[src/rtl/lcd_pix_fmt_pipe.sv]
// LCD pixel format pipeline: palette lookup, colour-format expansion and credit-tracked output FIFO.
// Optional build macro LCD_PIX_FMT_STATS_EN adds pix_cnt/frm_cnt output-side statistics.
module lcd_pix_fmt_pipe #(
  parameter int PAL_AW     = 8,
  parameter int PAL_LAT    = 1,
  parameter int FIFO_DEPTH = 4
) (
  input  logic              HCLK,
  input  logic              HRESETn,
  input  logic [2:0]        cfg_bpp,
  input  logic              cfg_tft,
  input  logic              cfg_bgr,
  input  logic              cfg_bw,
  input  logic              in_valid,
  output logic              in_ready,
  input  logic [23:0]       in_pix,
  input  logic              in_sof,
  output logic [PAL_AW-1:0] pal_raddr,
  input  logic [15:0]       pal_rdata,
  output logic              out_valid,
  input  logic              out_ready,
  output logic [23:0]       out_pix,
  output logic              out_sof
`ifdef LCD_PIX_FMT_STATS_EN
  ,
  output logic [31:0]       pix_cnt,
  output logic [15:0]       frm_cnt
`endif
);

  localparam int PW = (FIFO_DEPTH > 1) ? $clog2(FIFO_DEPTH) : 1;
  localparam int CW = $clog2(FIFO_DEPTH + 1);
  localparam logic [CW-1:0] CRED_MAX = CW'(FIFO_DEPTH);
  localparam logic [CW-1:0] C_ONE    = CW'(1);
  localparam logic [PW-1:0] PTR_LAST = PW'(FIFO_DEPTH - 1);
  localparam logic [PW-1:0] P_ONE    = PW'(1);

  // Mode tag carried with every beat: {bpp[2:0], tft, bgr, bw}
  typedef logic [5:0] mode_t;

  function automatic logic [23:0] fmt_word(input mode_t m, input logic [23:0] rd);
    logic [2:0]  bpp;
    logic        tft;
    logic        bgr;
    logic        bw;
    logic        inten;
    logic [23:0] w;
    bpp   = m[5:3];
    tft   = m[2];
    bgr   = m[1];
    bw    = m[0];
    inten = rd[15];
    w     = '0;
    if (tft) begin
      case (bpp)
        3'd5:    w = rd;
        3'd6:    w = {rd[15:11], 3'b0, rd[10:5], 2'b0, rd[4:0], 3'b0};
        3'd7:    w = {rd[11:8], 4'b0, rd[7:4], 4'b0, rd[3:0], 4'b0};
        default: w = {rd[14:10], inten, 2'b0, rd[9:5], inten, 2'b0, rd[4:0], inten, 2'b0};
      endcase
    end else if (bw) begin
      w = {20'b0, rd[4:1]};
    end else begin
      w = {4'b0, rd[14:11], 4'b0, rd[9:6], 4'b0, rd[4:1]};
    end
    if (bgr && (tft || !bw)) begin
      w = {w[7:0], w[15:8], w[23:16]};
    end
    return w;
  endfunction

  function automatic logic [PW-1:0] ptr_inc(input logic [PW-1:0] p);
    return (p == PTR_LAST) ? '0 : p + P_ONE;
  endfunction

  logic              alive_q;
  logic [CW-1:0]     cred_q, cred_d;
  mode_t             shadow_q, shadow_d;
  mode_t             mode_in;
  logic [7:0]        idx;
  logic [PAL_AW-1:0] raddr_q, raddr_d;
  logic              acc;
  logic              push;
  logic              pop;

  assign acc       = in_valid && in_ready;
  assign in_ready  = alive_q && (cred_q != '0);
  assign mode_in   = in_sof ? {cfg_bpp, cfg_tft, cfg_bgr, cfg_bw} : shadow_q;
  assign pal_raddr = raddr_q;

  always_comb begin
    idx      = 8'h00;
    shadow_d = shadow_q;
    raddr_d  = raddr_q;
    cred_d   = cred_q;
    case (mode_in[5:3])
      3'd0:    idx = {7'b0, in_pix[0]};
      3'd1:    idx = {6'b0, in_pix[1:0]};
      3'd2:    idx = {4'b0, in_pix[3:0]};
      default: idx = in_pix[7:0];
    endcase
    if (acc && in_sof) shadow_d = mode_in;
    if (acc && !mode_in[5]) raddr_d = PAL_AW'(idx);
    // Credits count free FIFO slots not yet claimed by beats still in the pipe
    if (acc && !pop) begin
      cred_d = cred_q - C_ONE;
    end else if (!acc && pop) begin
      cred_d = cred_q + C_ONE;
    end
  end

  always_ff @(posedge HCLK or negedge HRESETn) begin
    if (!HRESETn) begin
      alive_q  <= 1'b0;
      cred_q   <= CRED_MAX;
      shadow_q <= '0;
      raddr_q  <= '0;
    end else begin
      alive_q  <= 1'b1;
      cred_q   <= cred_d;
      shadow_q <= shadow_d;
      raddr_q  <= raddr_d;
    end
  end

  logic [PAL_LAT:0] st_v_q;
  logic [PAL_LAT:0] st_sof_q;
  mode_t            st_mode_q [0:PAL_LAT];
  logic [23:0]      st_pix_q  [0:PAL_LAT];

  // Stage 0 is the issue stage; stages 1..PAL_LAT track the palette RAM access
  always_ff @(posedge HCLK or negedge HRESETn) begin
    if (!HRESETn) begin
      st_v_q   <= '0;
      st_sof_q <= '0;
      for (int k = 0; k <= PAL_LAT; k++) begin
        st_mode_q[k] <= '0;
        st_pix_q[k]  <= '0;
      end
    end else begin
      st_v_q       <= {st_v_q[PAL_LAT-1:0], acc};
      st_sof_q     <= {st_sof_q[PAL_LAT-1:0], in_sof};
      st_mode_q[0] <= mode_in;
      st_pix_q[0]  <= in_pix;
      for (int k = 1; k <= PAL_LAT; k++) begin
        st_mode_q[k] <= st_mode_q[k-1];
        st_pix_q[k]  <= st_pix_q[k-1];
      end
    end
  end

  logic [23:0] src_word;
  logic        fmt_v_q;
  logic        fmt_sof_q;
  logic [23:0] fmt_pix_q;

  assign src_word = st_mode_q[PAL_LAT][5] ? st_pix_q[PAL_LAT] : {8'h00, pal_rdata};

  always_ff @(posedge HCLK or negedge HRESETn) begin
    if (!HRESETn) begin
      fmt_v_q   <= 1'b0;
      fmt_sof_q <= 1'b0;
      fmt_pix_q <= '0;
    end else begin
      fmt_v_q   <= st_v_q[PAL_LAT];
      fmt_sof_q <= st_sof_q[PAL_LAT];
      fmt_pix_q <= fmt_word(st_mode_q[PAL_LAT], src_word);
    end
  end

  logic [24:0]   fifo_mem [0:FIFO_DEPTH-1];
  logic [PW-1:0] wr_q, wr_d;
  logic [PW-1:0] rd_q, rd_d;
  logic [CW-1:0] cnt_q, cnt_d;

  // Credits guarantee a free slot for every word leaving the format stage
  assign push      = fmt_v_q;
  assign out_valid = (cnt_q != '0);
  assign pop       = out_valid && out_ready;
  assign {out_sof, out_pix} = out_valid ? fifo_mem[rd_q] : 25'd0;

  always_comb begin
    wr_d  = wr_q;
    rd_d  = rd_q;
    cnt_d = cnt_q;
    if (push) wr_d = ptr_inc(wr_q);
    if (pop) rd_d = ptr_inc(rd_q);
    if (push && !pop) begin
      cnt_d = cnt_q + C_ONE;
    end else if (!push && pop) begin
      cnt_d = cnt_q - C_ONE;
    end
  end

  always_ff @(posedge HCLK) begin
    if (push) fifo_mem[wr_q] <= {fmt_sof_q, fmt_pix_q};
  end

  always_ff @(posedge HCLK or negedge HRESETn) begin
    if (!HRESETn) begin
      wr_q  <= '0;
      rd_q  <= '0;
      cnt_q <= '0;
    end else begin
      wr_q  <= wr_d;
      rd_q  <= rd_d;
      cnt_q <= cnt_d;
    end
  end

`ifdef LCD_PIX_FMT_STATS_EN
  logic [31:0] pix_cnt_q, pix_cnt_d;
  logic [15:0] frm_cnt_q, frm_cnt_d;

  always_comb begin
    pix_cnt_d = pix_cnt_q;
    frm_cnt_d = frm_cnt_q;
    if (pop) begin
      // A sof pop starts a new frame and is itself its first pixel
      pix_cnt_d = out_sof ? 32'd1 : pix_cnt_q + 32'd1;
      if (out_sof) frm_cnt_d = frm_cnt_q + 16'd1;
    end
  end

  always_ff @(posedge HCLK or negedge HRESETn) begin
    if (!HRESETn) begin
      pix_cnt_q <= '0;
      frm_cnt_q <= '0;
    end else begin
      pix_cnt_q <= pix_cnt_d;
      frm_cnt_q <= frm_cnt_d;
    end
  end

  assign pix_cnt = pix_cnt_q;
  assign frm_cnt = frm_cnt_q;
`endif

endmodule

[config.mk]
export PLATFORM = sky130hd
export DESIGN_NAME = lcd_pix_fmt_pipe
export DESIGN_NICKNAME = d
export VERILOG_FILES = /design/src/rtl/lcd_pix_fmt_pipe.sv
export SDC_FILE = /design/constraint.sdc
export NUM_CORES = 1
export LEC_CHECK = 0
export CORE_MARGIN = 5
export CORE_UTILIZATION = 51
export DETAILED_ROUTE_END_ITERATION = 10
export PLACE_DENSITY = 0.76
export SYNTH_ARGS = -nofsm -noshare
export SYNTH_HDL_FRONTEND = slang
export SYNTH_SLANG_ARGS = --single-unit
export TNS_END_PERCENT = 50
[constraint.sdc]
create_clock -name HCLK -period 2.1 [get_ports HCLK]
set_input_delay 0.315 -clock HCLK [delete_from_list [all_inputs] [get_ports HCLK]]
set_output_delay 0.315 -clock HCLK [all_outputs]
set_load 0.005 [all_outputs]
==> out/results.txt, run 1 <==
Setup violations remaining at the end of the flow were counted as 25. Data on the critical path is required at its endpoint by 1780 ps. The multi-input logic area is 0.00233 mm². Launch point of the worst hold path: in_pix[10]. The leakage dissipation is 4.16 nW, and the count of final max-slew check failures is 0. The tools report the terminating pin of the worst hold path as st_pix_q[34]$_DFF_PN0_. TritonCTS built the clock tree. The combined global-route utilization of all metal layers is 17.1%. Global routing finished with a remaining overflow of 0.

In this run, synthesis produced a sequential element count of 215. Counting flops with an async set or reset pin after synthesis yields a share of 53.5%. In the final routed layout, each cell accounts on average for 18.8 µm. Cell accounting for the most synthesized area: sky130_fd_sc_hd__edfxtp_1. The post-route fraction of the period consumed by the critical path was 108%; the area overhead of the layout relative to synthesis was 23.8%. The tools report the pre-CTS setup slack as -155 ps. The tools report the hold violation total from the final report as 0. Most instantiated flip-flop cell in the synthesis netlist: sky130_fd_sc_hd__dfrtp_1. Number of nets in the layout: 680.

Setup repair after global routing could not meet its margin everywhere. Total of buffers placed on input and output ports: 85. The count of filler cells inserted in the layout was 1181. The starting density of the core came out at 51.3%. For the pin with the worst max-slew slack, the measured transition is 503 ps. The library cell contributing the largest single delay on the critical path was sky130_fd_sc_hd__mux4_2.

Dividing total power by cell area gives a power density of 1310 mW/mm². Cell depth of the worst hold path: 1. In the final layout, flip-flops and latches occupy 0.00588 mm². The netlist uses 58 different library cells.

In this run, CTS created clock tree buffers numbering 21. Across the run, the number of max-cap violations was 0. For the worst-skew pair, the clock arrives at the later sink with an insertion delay of 490 ps.

The startpoint of the worst register-to-register path was cnt_q[0]$_DFFE_PN0P_. The number of vias after detailed routing is 4565, and the logic depth of the worst register-to-register path is 8. The count of flip-flops with a built-in enable after synthesis is 100. The number of buffers and inverters on the critical path is 3. The die is 138 µm wide. The kind of start point of the critical path is a flip-flop.

Entering global routing, the biggest net connects 43 pins. Using the TritonRoute via totals, the vias-per-cell ratio works out to 5.34. The sort of element at the end of the critical path is a primary output. The tree is rooted in a sky130_fd_sc_hd__clkbuf_16. The initial DRC count is 325. The standard cell core area came out at 0.0163 mm². The synthesized area is 0.00839 mm². The largest single stage delay on the critical path is 510 ps. After synthesis, flip-flops and latches occupy 70.1% of the total area. The tools report the reg-to-reg critical path endpoint as cnt_q[2]$_DFFE_PN0P_.

Across all register-to-register paths, the minimum setup slack is 0 ps. The most common cell in the synthesized netlist is sky130_fd_sc_hd__dfrtp_1. The min-delay analysis places its worst path in the category input pin to flip-flop.

The HPWL after detailed placement is 10.4 mm. By count the netlist is led by sky130_fd_sc_hd__dfrtp_1, sky130_fd_sc_hd__edfxtp_1, sky130_fd_sc_hd__and2_1, sky130_fd_sc_hd__mux4_2, sky130_fd_sc_hd__nand2_1. The fmax was 439 MHz. Top-area cell type share of the netlist area: 35.8%. Headroom to the max-slew limit came out at 66.4%. The repair_antennas step left the layout with diodes totalling 0. After clock tree synthesis, the clock-pin slew on the worst setup and hold paths is 60 ps.

The setup total negative slack is -2980 ps, and the post-synthesis instance total is 506. The number of antenna violations at the first check in global routing was 0; the count of pins on the block boundary was 86. The final reports fail on negative setup slack.

At the end of routability-driven placement, the weighted congestion stood at 0.954. During synthesis, Yosys emitted a total of 0 warnings. The clock period minus worst slack came out at 2280 ps. Counting every sink on the clock net gives 215. The via count of the first global-routing pass is 4976. Across the VDD grid, the largest voltage drop is 0.702 mV. The CTS H-tree depth was 1; the data arrival time of the critical path was 1960 ps. In the routed design, unresolved DRC markers number 0. The run finished, with violations left.

The detail route stage leaves a number of antenna-violating nets equal to 0. Yosys attributes the largest share of cell area to sky130_fd_sc_hd__edfxtp_1, sky130_fd_sc_hd__dfrtp_1, sky130_fd_sc_hd__mux4_2, sky130_fd_sc_hd__mux2i_1, sky130_fd_sc_hd__and2_1. Kind of critical path: flip-flop to primary output.

On the final layout, the worst clock skew is 13.8 ps. The initialized floorplan defines 47 standard-cell rows. For the final wirelength, the log shows 16.1 mm. On the critical path the largest part of the delay comes from multiplexers. The global-route wire length before repair came out at 26.7 mm.

The mean cell area of the mapped netlist was 16.6 µm²; the post-synthesis net count was 566. In this run the worst path has a maximum fanout of 6. The die outline area is 0.0191 mm², and the number of buffers on the longest clock path is 3. The critical path goes through buf_6 > buf_16 > mux4_2 > and2_4 > buf_6. For the setup slack of the critical path after layout, the log shows -178 ps. The die is 138 µm tall.

Counting stages on the worst path, the most repeated cell is sky130_fd_sc_hd__buf_6. The first detailed-routing pass took 4 iterations. The post-route netlist has 25.5% of its cells at a drive strength greater than 1.
[routing by layer]
| layer | routed length [µm] | track usage [%] |
|---|---|---|
| met5 | 0 | 0 |
| met4 | 429 | 5.30 |
| met3 | 891 | 3.66 |
| met2 | 8100 | 28.2 |
| met1 | 6680 | 23.1 |
[timing repair]
action | in CTS | in global routing
gates resized for setup | 125 | 16
pin swaps | 12 | 13
hold buffers | 1 | 0
endpoints found under the hold margin | 25 | 0
buffers inserted | 5 | 4
gates cloned | 3 | 1
setup endpoints to repair | 29 | 29
[cell type report]
type	instances	area share (%)
sequential	215	56.6
multi-input combinational	250	22.4
timing repair buffer	115	11.3
clock buffer	30	5.77
tap	220	2.65
clock inverter	8	0.686
inverter	17	0.614
[layout by cell type, fill, tap and decap left out, drive strengths merged, types with 4 or more instances in the layout]
cell / instances
dfrtp: 114
edfxtp: 100
clkdlybuf4s50: 58
buf: 48
clkbuf: 37
mux4: 32
nand2: 30
and2: 30
mux2i: 23
inv: 19
o21ai: 19
mux2: 16
a21oi: 15
nor2: 14
nor2b: 9
o22ai: 9
ha: 7
clkinv: 5
xor2: 4
a211oi: 4
[metrics by stage]
stage | cell area, µm² | util [%] | total power [mW] | hold slack, ps | std cells
CTS | 10400 | 63.4 | 13.7 | 258 | 852
global placement | 9520 | 58.2 | 9.52 | 244 | 805
floorplan | 8390 | - | 8.08 | 19.4 | 506
finish | 10400 | 63.6 | 13.7 | 273 | 855
detailed placement | 9520 | 58.2 | 9.69 | 251 | 805
global route | 10400 | 63.6 | 14.4 | 264 | 855
[worst max-delay path by stage]
| stage | start | to | slack, ps | cells past startpoint |
|---|---|---|---|---|
| 2_1_floorplan | cnt_q[1]$_DFFE_PN0P_ | cred_q[2]$_DFFE_PN1P_ | 20 | 9 |
| 3_3_place_gp | rd_q[0]$_DFFE_PN0P_ | out_pix[8] | 10 | 4 |
| 3_5_place_dp | cnt_q[1]$_DFFE_PN0P_ | cred_q[2]$_DFFE_PN1P_ | -160 | 8 |
| 4_1_cts | rd_q[0]$_DFFE_PN0P_ | out_pix[5] | -250 | 6 |
| 5_1_grt | rd_q[0]$_DFFE_PN0P_ | out_pix[21] | -240 | 5 |
| 6_report | rd_q[0]$_DFFE_PN0P_ | out_pix[19] | -180 | 5 |
[power breakdown]
group          internal [mW]  switching [mW]  total [mW]  leakage [nW]
sequential              5.36           0.542        5.90          2.31
clock                   2.12            1.48        3.59         0.334
combinational           2.45            1.72        4.17          1.51
[registers in the layout (all words and copies together), names as in the netlist]
name and flops:
fmt_pix_q 24, rd_q 2, shadow_q 6, st_pix_q 48, fmt_sof_q 1, alive_q 1, fmt_v_q 1, wr_q 2
cred_q 3, st_v_q 2, st_mode_q 12, st_sof_q 2, pal_raddr 8, fifo_mem 100, cnt_q 3
[cells by family after synthesis]
logic type / count (synthesis) / share of synthesized area [%]
xor gates and xnor gates: 6 / 0.626
adders and majority gates: 9 / 1.52
DFF: 215 / 70.1
other: 1 / 0.0447
buffers and inverters: 41 / 2.91
and+or+nand+nor: 99 / 6.38
AOI/OAI and AO/OA: 64 / 4.87
muxes: 71 / 13.6
No activity file was read; power rests on OpenSTA's default activity.
==> inputs of run 2 (changes only) <==
CORE_ASPECT_RATIO = 1.4   (was default)
CORE_UTILIZATION = 56   (was 51)
PLACE_DENSITY = 0.79   (was 0.76)
SKIP_LAST_GASP = 1   (was default)
clock period = 2.4 ns   (was 2.1 ns; I/O delays follow)
==> out/results.txt, run 2 (synthesis results as in run 1) <==
The max-capacitance violation count was 0 (unchanged); the cell depth of the worst hold path was 1 (unchanged). The count of final max-slew check failures was 0 (unchanged). The tools report the sort of element at the end of the critical path as a primary output (unchanged). The tools report the startpoint of the worst register-to-register path as cnt_q[1]$_DFFE_PN0P_ (was cnt_q[0]$_DFFE_PN0P_).

The tools report the reg-to-reg critical path endpoint as cred_q[2]$_DFFE_PN1P_ (was cnt_q[2]$_DFFE_PN0P_). The clock-pin transition on the worst setup and hold timing paths is 60 ps (about the same). The tools report the leakage dissipation as 4.06 nW (was 4.16 nW). The number of nets in the layout is 679 (was 680), and the total number of placement rows is 53 (was 47). The tools report the setup slack of the critical path after layout as 33.6 ps (was -178 ps). The tools report the maximum clock skew at final layout as 11.3 ps (was 13.8 ps).

The tools report the final wirelength as 15.0 mm (was 16.1 mm). The logs give 3 (unchanged) for the number of buffers on the longest clock path and 4 (unchanged) for the count of TritonRoute iterations in the first routing pass. The routed length per instance is 18.3 µm (was 18.8 µm), and the slew at the pin closest to its max-slew limit is 730 ps (was 503 ps).

The tools report the pre-CTS setup slack as 134 ps (was -155 ps). The most common cell after layout, fill and taps aside is sky130_fd_sc_hd__dfrtp_1 (unchanged). The clock root buffer master was sky130_fd_sc_hd__clkbuf_16 (unchanged). The proportion of layout cells with a drive suffix above 1 is 21.6% (was 25.5%). The largest register by flop count is fifo_mem (unchanged). The tightest slew margin relative to the limit is 51.3% (was 66.4%), and the clock network fraction of total power is 24.9% (was 26.3%). The standard cell core area is 0.0149 mm² (was 0.0163 mm²). TritonCTS built the clock tree.

Setup repair after global routing could not meet its margin everywhere. For the global-route wire length before repair, the log shows 25.1 mm (was 26.7 mm). Biggest registers after layout: fifo_mem x100, st_pix_q x48, fmt_pix_q x24 (unchanged).

The run gives 197 (was 325) as the initial DRC count. Sink count of the clock tree: 215 (unchanged). The tools report the final estimated routing congestion in global placement as 0.881 (was 0.954).

The run gives 0 (unchanged) as the hold violation total from the final report. The remaining routing DRC violations was 0 (unchanged). Most frequent cells in the layout: sky130_fd_sc_hd__dfrtp_1, sky130_fd_sc_hd__edfxtp_1, sky130_fd_sc_hd__clkdlybuf4s50_1 (unchanged). The logs give 0 (unchanged) for the total global routing overflow and 0 (was 25) for the setup-violating endpoint count in the final report.

The worst path uses 98.6% of the clock period. Count of pins on the block boundary: 86 (unchanged). After layout, the minimum clock period comes to 2370 ps.

The minimum setup slack among reg-to-reg paths was 170 ps (was 0 ps); the number of flip-flops under the largest register name was 100 (unchanged). The fraction of power consumed by sequential logic was 45.6% (was 43.2%). For the logic gate share of total power, the log shows 29.5% (was 30.5%). The kind of start point of the critical path is a flip-flop (unchanged). The count of nets left with antenna violations after detail routing was 0 (unchanged); the per-cell via count in the routed design was 5.47 (was 5.34).

The logs give 0.733 mV (was 0.702 mV) for the peak supply drop and 3.05 mW (was 3.74 mW) for the switching power summed over all nets. Capture point of the critical path: out_pix[19] (unchanged). The logs give 470 ps (was 490 ps) for the clock latency reported for the late side of the worst-skew pair and 56.5% (was 51.3%) for the starting density of the core. The logs give 2040 ps (was 1780 ps) for the critical path required time and 0.0176 mm² (was 0.0191 mm²) for the die outline area. The chip height is 155 µm (was 138 µm). The highest fanout seen on the critical path is 7 (was 6). Kind of critical path: flip-flop to primary output (unchanged). Total of buffers placed on input and output ports: 85 (unchanged). The CTS H-tree depth came out at 1 (unchanged). The flow ran to the end, and the final reports show no timing, DRC or antenna violations. Power density normalized to cell area: 1110 mW/mm² (was 1310 mW/mm²).

The via count of the first global-routing pass was 4926 (was 4976); the number of vias after detailed routing was 4501 (was 4565). The switching portion of total power is 26.9% (was 27.3%), and the total inserted antenna cells is 0 (unchanged). The area overhead of the layout relative to synthesis works out to 21.3% (was 23.8%).

The largest net degree at the start of global routing was 116 (was 43). The logs give 19 (was 21) for the number of buffers added by the clock tree synthesis step and 2010 ps (was 1960 ps) for the data arrival time of the critical path. Combined global-route utilization of all metal layers: 18.1% (was 17.1%). The final design utilization came out at 68.5% (was 63.6%). Based on the critical path, the design can be clocked at up to 423 MHz.

Die extent in x: 113 µm (was 138 µm). The cell-internal power was 8.26 mW (was 9.93 mW). The type of the worst min-delay path is input pin to flip-flop (unchanged).

The HPWL after detailed placement was 10.3 mm (was 10.4 mm); the number of antenna violations at the first check in global routing was 0 (unchanged). The setup total negative slack is 0 ps (was -2980 ps). The launching element of the worst setup path is rd_q[0]$_DFFE_PN0P_ (unchanged). The logic depth of the worst register-to-register path works out to 8 (unchanged).
[run 2: worst min path at each step]
stage | to | slack, ps | startpoint
5_1_grt | st_pix_q[38]$_DFF_PN0_ | 310 | in_pix[14]
2_1_floorplan | alive_q$_DFF_PN0_ | 60 | HRESETn
3_5_place_dp | fmt_v_q$_DFF_PN0_ | 330 | st_v_q[1]$_DFF_PN0_
6_report | st_pix_q[46]$_DFF_PN0_ | 330 | in_pix[22]
4_1_cts | st_pix_q[46]$_DFF_PN0_ | 310 | in_pix[22]
3_3_place_gp | st_mode_q[3]$_DFF_PN0_ | 330 | st_mode_q[9]$_DFF_PN0_
[run 2: per-layer routing]
layer | vias up | track usage (%) | routed length [µm]
met5 | - | 0 | 0
met2 | 133 | 31.9 | 8120
li1 | 2087 | - | -
met1 | 2230 | 21.4 | 5480
met4 | 0 | 8.13 | 635
met3 | 51 | 3.66 | 785
[run 2: worst max-delay path: stages, from the launching register on]
cell,delay [ps]
sky130_fd_sc_hd__dfrtp_2,410
sky130_fd_sc_hd__buf_8,140
sky130_fd_sc_hd__buf_4,110
sky130_fd_sc_hd__mux4_2,470
sky130_fd_sc_hd__and2_1,160
sky130_fd_sc_hd__dlygate4sd2_1,250
[run 2: power groups by stage]
stage | clock [mW] | combinational [mW] | sequential [mW]
after detailed placement | 0 | 3.21 | 5.23
final | 2.82 | 3.33 | 5.16
after global routing | 3.07 | 3.66 | 5.25
after CTS | 2.91 | 3.33 | 5.16
after floorplan | 0 | 2.06 | 5.01
after global placement | 0 | 3.12 | 5.16
[run 2: final cells by class]
| class | instances | area [µm²] |
|---|---|---|
| timing repair buffer | 116 | 1120 |
| inverter | 17 | 63.8 |
| clock inverter | 8 | 67.6 |
| multi-input combinational | 250 | 2290 |
| sequential | 215 | 5880 |
| fill | 972 | 4680 |
| tap | 192 | 240 |
| clock buffer | 25 | 518 |
[run 2: through the flow]
| stage | hold WS (ps) | power (mW) | cell area (µm²) | instances |
|---|---|---|---|---|
| after global placement | 333 | 8.28 | 9460 | 775 |
| final | 332 | 11.3 | 10200 | 823 |
| after floorplan | 64.4 | 7.07 | 8390 | 506 |
| after CTS | 314 | 11.4 | 10200 | 818 |
| after detailed placement | 335 | 8.44 | 9460 | 775 |
| after global routing | 306 | 12.0 | 10200 | 823 |
[run 2: what timing repair did]
action / CTS / global route
buffers inserted: 7 / 7
pin swaps: 9 / 0
setup endpoints to repair: 25 / 25
hold buffers: 1 / 0
gates resized for setup: 61 / 30
gates cloned: 2 / 0
endpoints found under the hold margin: 36 / 0
==> inputs of run 3 (changes only) <==
CORE_MARGIN = 2   (was 5)
==> out/results.txt, run 3 (synthesis results as in run 1) <==
The remaining routing DRC violations is 0 (unchanged), and the number of flip-flops under the largest register name is 100 (unchanged). The slew at the pin closest to its max-slew limit came out at 828 ps (was 730 ps). Launch point of the worst hold path: in_pix[19] (was in_pix[22]). Setup slack of the critical path after layout: -19.4 ps (was 33.6 ps).

The final reports fail on negative setup slack. Cell family with the largest share of critical-path delay: buffers and inverters (unchanged). Final design utilization: 70.3% (was 68.5%). Library cell contributing the largest single delay on the critical path: sky130_fd_sc_hd__mux4_2 (unchanged). For the standard cell core area, the log shows 0.0146 mm² (was 0.0149 mm²). Most common cell after layout, fill and taps aside: sky130_fd_sc_hd__dfrtp_1 (unchanged). The final estimated routing congestion in global placement was 0.864 (was 0.881). The power density normalized to cell area is 1130 mW/mm² (was 1110 mW/mm²). The via count of the first global-routing pass came out at 5029 (was 4926). Terminating pin of the worst hold path: st_pix_q[43]$_DFF_PN0_ (was st_pix_q[46]$_DFF_PN0_). The count of nets left with antenna violations after detail routing is 0 (unchanged), and the total of buffers placed on input and output ports is 85 (unchanged). The clock period minus worst slack is 2420 ps (was 2370 ps). The largest register by flop count was fifo_mem (unchanged). The logs give 2060 ps (was 2010 ps) for the data arrival time of the critical path and 0 (unchanged) for the count of final max-slew check failures.

The clock root buffer master is sky130_fd_sc_hd__clkbuf_16 (unchanged). The highest fanout seen on the critical path came out at 8 (was 7). The chip height works out to 149 µm (was 155 µm). The logic depth of the worst register-to-register path is 8 (unchanged), and the routed length per instance is 18.9 µm (was 18.3 µm). The logs give 215 (unchanged) for the sink count of the clock tree and 0.775 mV (was 0.733 mV) for the peak supply drop. The tools report the clock latency reported for the late side of the worst-skew pair as 490 ps (was 470 ps). The most numerous cell on the critical path was sky130_fd_sc_hd__buf_6. The tools report the leakage dissipation as 4.11 nW (was 4.06 nW). For the CTS H-tree depth, the log shows 1 (unchanged). The fmax is 413 MHz (was 423 MHz), and the buffer and inverter count on the worst path is 3 (unchanged).

Setup repair after global routing could not meet its margin everywhere. The largest stage delay on the critical path was 490 ps (was 470 ps); the clock-pin transition on the worst setup and hold timing paths was 70 ps (was 60 ps). Maximum clock skew at final layout: 15.9 ps (was 11.3 ps). The tools report the reg-to-reg critical path endpoint as cnt_q[2]$_DFFE_PN0P_ (was cred_q[2]$_DFFE_PN1P_).

The number of buffers added by the clock tree synthesis step came out at 20 (was 19). The number of vias after detailed routing was 4528 (was 4501). Biggest registers after layout: fifo_mem x100, st_pix_q x48, fmt_pix_q x24 (unchanged). The run finished, with violations left. The HPWL after detailed placement was 10.4 mm (was 10.3 mm); the number of antenna violations at the first check in global routing was 0 (unchanged). The global-route wire length before repair is 25.7 mm (was 25.1 mm), and the area overhead of the layout relative to synthesis is 22.1% (was 21.3%).

The initial DRC count is 233 (was 197). The tools report the hold violation total from the final report as 0 (unchanged). The starting density of the core was 57.6% (was 56.5%).

The die extent in x is 107 µm (was 113 µm). The logs give 682 (was 679) for the number of nets in the layout and 0 (unchanged) for the max-capacitance violation count. The tools report the kind of start point of the critical path as a flip-flop (unchanged). TritonCTS built the clock tree.

The per-cell via count in the routed design was 5.49 (was 5.47); the count of TritonRoute iterations in the first routing pass was 4 (unchanged). For the combined global-route utilization of all metal layers, the log shows 20.9% (was 18.1%). The tools report the die outline area as 0.0160 mm² (was 0.0176 mm²). The tools report the worst hold slack as 308 ps (was 332 ps). The run gives 2040 ps (about the same) as the critical path required time.

The tightest slew margin relative to the limit came out at 44.8% (was 51.3%). The count of pins on the block boundary was 86 (unchanged); the total global routing overflow was 0 (unchanged). The minimum setup slack among reg-to-reg paths is 130 ps (was 170 ps), and the total number of placement rows is 52 (was 53). The post-route fraction of the period consumed by the critical path came out at 101% (was 98.6%).

The run gives 15.6 mm (was 15.0 mm) as the final wirelength. Type of the worst min-delay path: input pin to flip-flop (unchanged). The sort of element at the end of the critical path was a primary output (unchanged). Total inserted antenna cells: 0 (unchanged). The number of buffers on the longest clock path is 3 (unchanged). Most frequent cells in the layout: sky130_fd_sc_hd__dfrtp_1, sky130_fd_sc_hd__edfxtp_1, sky130_fd_sc_hd__clkdlybuf4s50_1 (unchanged).

The tools report the startpoint of the worst register-to-register path as cnt_q[2]$_DFFE_PN0P_ (was cnt_q[1]$_DFFE_PN0P_). Largest net degree at the start of global routing: 64 (was 116). The kind of critical path is flip-flop to primary output (unchanged). The setup-violating endpoint count in the final report was 2 (was 0). The proportion of layout cells with a drive suffix above 1 was 22.6% (was 21.6%).

Series of cell instances along the critical path: buf_6 > buf_6 > mux4_2 > and2_1 > clkdlybuf4s15_2 (was buf_8 > buf_4 > mux4_2 > and2_1 > dlygate4sd2_1). The cell depth of the worst hold path is 1 (unchanged).
run 3: cell count changes in the layout (fill, tap and decap cells not counted), moves of 2 or more:
cell | previous run | this run
sky130_fd_sc_hd__buf_2 | 5 | 11
sky130_fd_sc_hd__and2_1 | 22 | 26
sky130_fd_sc_hd__clkbuf_16 | 19 | 23
sky130_fd_sc_hd__clkinv_2 | 2 | 4
sky130_fd_sc_hd__clkbuf_2 | 8 | 4
sky130_fd_sc_hd__inv_6 | 0 | 2
sky130_fd_sc_hd__clkbuf_1 | 4 | 1
sky130_fd_sc_hd__clkinv_1 | 3 | 0
sky130_fd_sc_hd__buf_4 | 20 | 24
sky130_fd_sc_hd__clkdlybuf4s15_1 | 5 | 2
sky130_fd_sc_hd__dlygate4sd2_1 | 4 | 6
sky130_fd_sc_hd__and2_4 | 8 | 4
run 3: per-layer routing:
| metal | GRT usage [%] | wire length (µm) | vias to the layer above |
|---|---|---|---|
| met3 | 3.41 | 808 | 41 |
| met5 | 0 | 0 | - |
| met2 | 38.4 | 8620 | 149 |
| li1 | - | - | 2097 |
| met1 | 23.7 | 5540 | 2241 |
| met4 | 9.68 | 617 | 0 |
run 3: power breakdown:
part	leakage [nW]	switching, mW	internal (mW)
Sequential	2.31	0.506	4.69
Clock	0.346	1.33	1.90
Combinational	1.45	1.38	1.82
run 3: per-stage QoR:
step / setup WS [ps] / TNS [ps] / cells / instance area, µm² / power [mW]
2_1_floorplan: 315 / 0 / 506 / 8390 / 7.07
3_3_place_gp: 240 / 0 / 775 / 9490 / 8.29
3_5_place_dp: 108 / 0 / 775 / 9490 / 8.47
4_1_cts: -68.0 / -604 / 828 / 10300 / 11.9
5_1_grt: -75.3 / -421 / 825 / 10200 / 12.2
6_report: -19.4 / -28.9 / 825 / 10200 / 11.6
run 3: worst register-to-register path: cells and delay by family (launching register included):
family | cells | cell delay (ps)
XOR/XNOR | 2 | 320
adder cells (fa/ha/maj) | 2 | 620
buffers and inverters | 1 | 70
flip-flops | 1 | 390
AND/OR/NAND/NOR | 3 | 790
run 3: final cells by class:
cell class | count | area [µm²]
Inverter | 17 | 63.8
Fill cell | 952 | 4330
Sequential cell | 215 | 5880
Clock inverter | 11 | 109
Clock buffer | 25 | 593
Timing Repair Buffer | 118 | 1080
Multi-Input combinational cell | 250 | 2280
Tap cell | 189 | 236
run 3: worst max-delay path by stage:
stage | to | cells after the start | startpoint
floorplan | cred_q[2]$_DFFE_PN1P_ | 9 | cnt_q[1]$_DFFE_PN0P_
global placement | out_pix[14] | 4 | rd_q[0]$_DFFE_PN0P_
detailed placement | cnt_q[2]$_DFFE_PN0P_ | 8 | cnt_q[1]$_DFFE_PN0P_
global route | out_pix[14] | 5 | rd_q[0]$_DFFE_PN0P_
finish | out_pix[17] | 5 | rd_q[0]$_DFFE_PN0P_
CTS | out_pix[17] | 6 | rd_q[0]$_DFFE_PN0P_
run 3: repair_timing:
| action | 4_1_cts | 5_1_grt |
|---|---|---|
| pin swaps | 17 | 0 |
| hold endpoints to repair | 36 | 0 |
| setup endpoints to repair | 25 | 21 |
| gates cloned | 2 | 0 |
| resized for setup | 80 | 6 |
| buffers inserted | 15 | 1 |
| hold buffers | 1 | 0 |
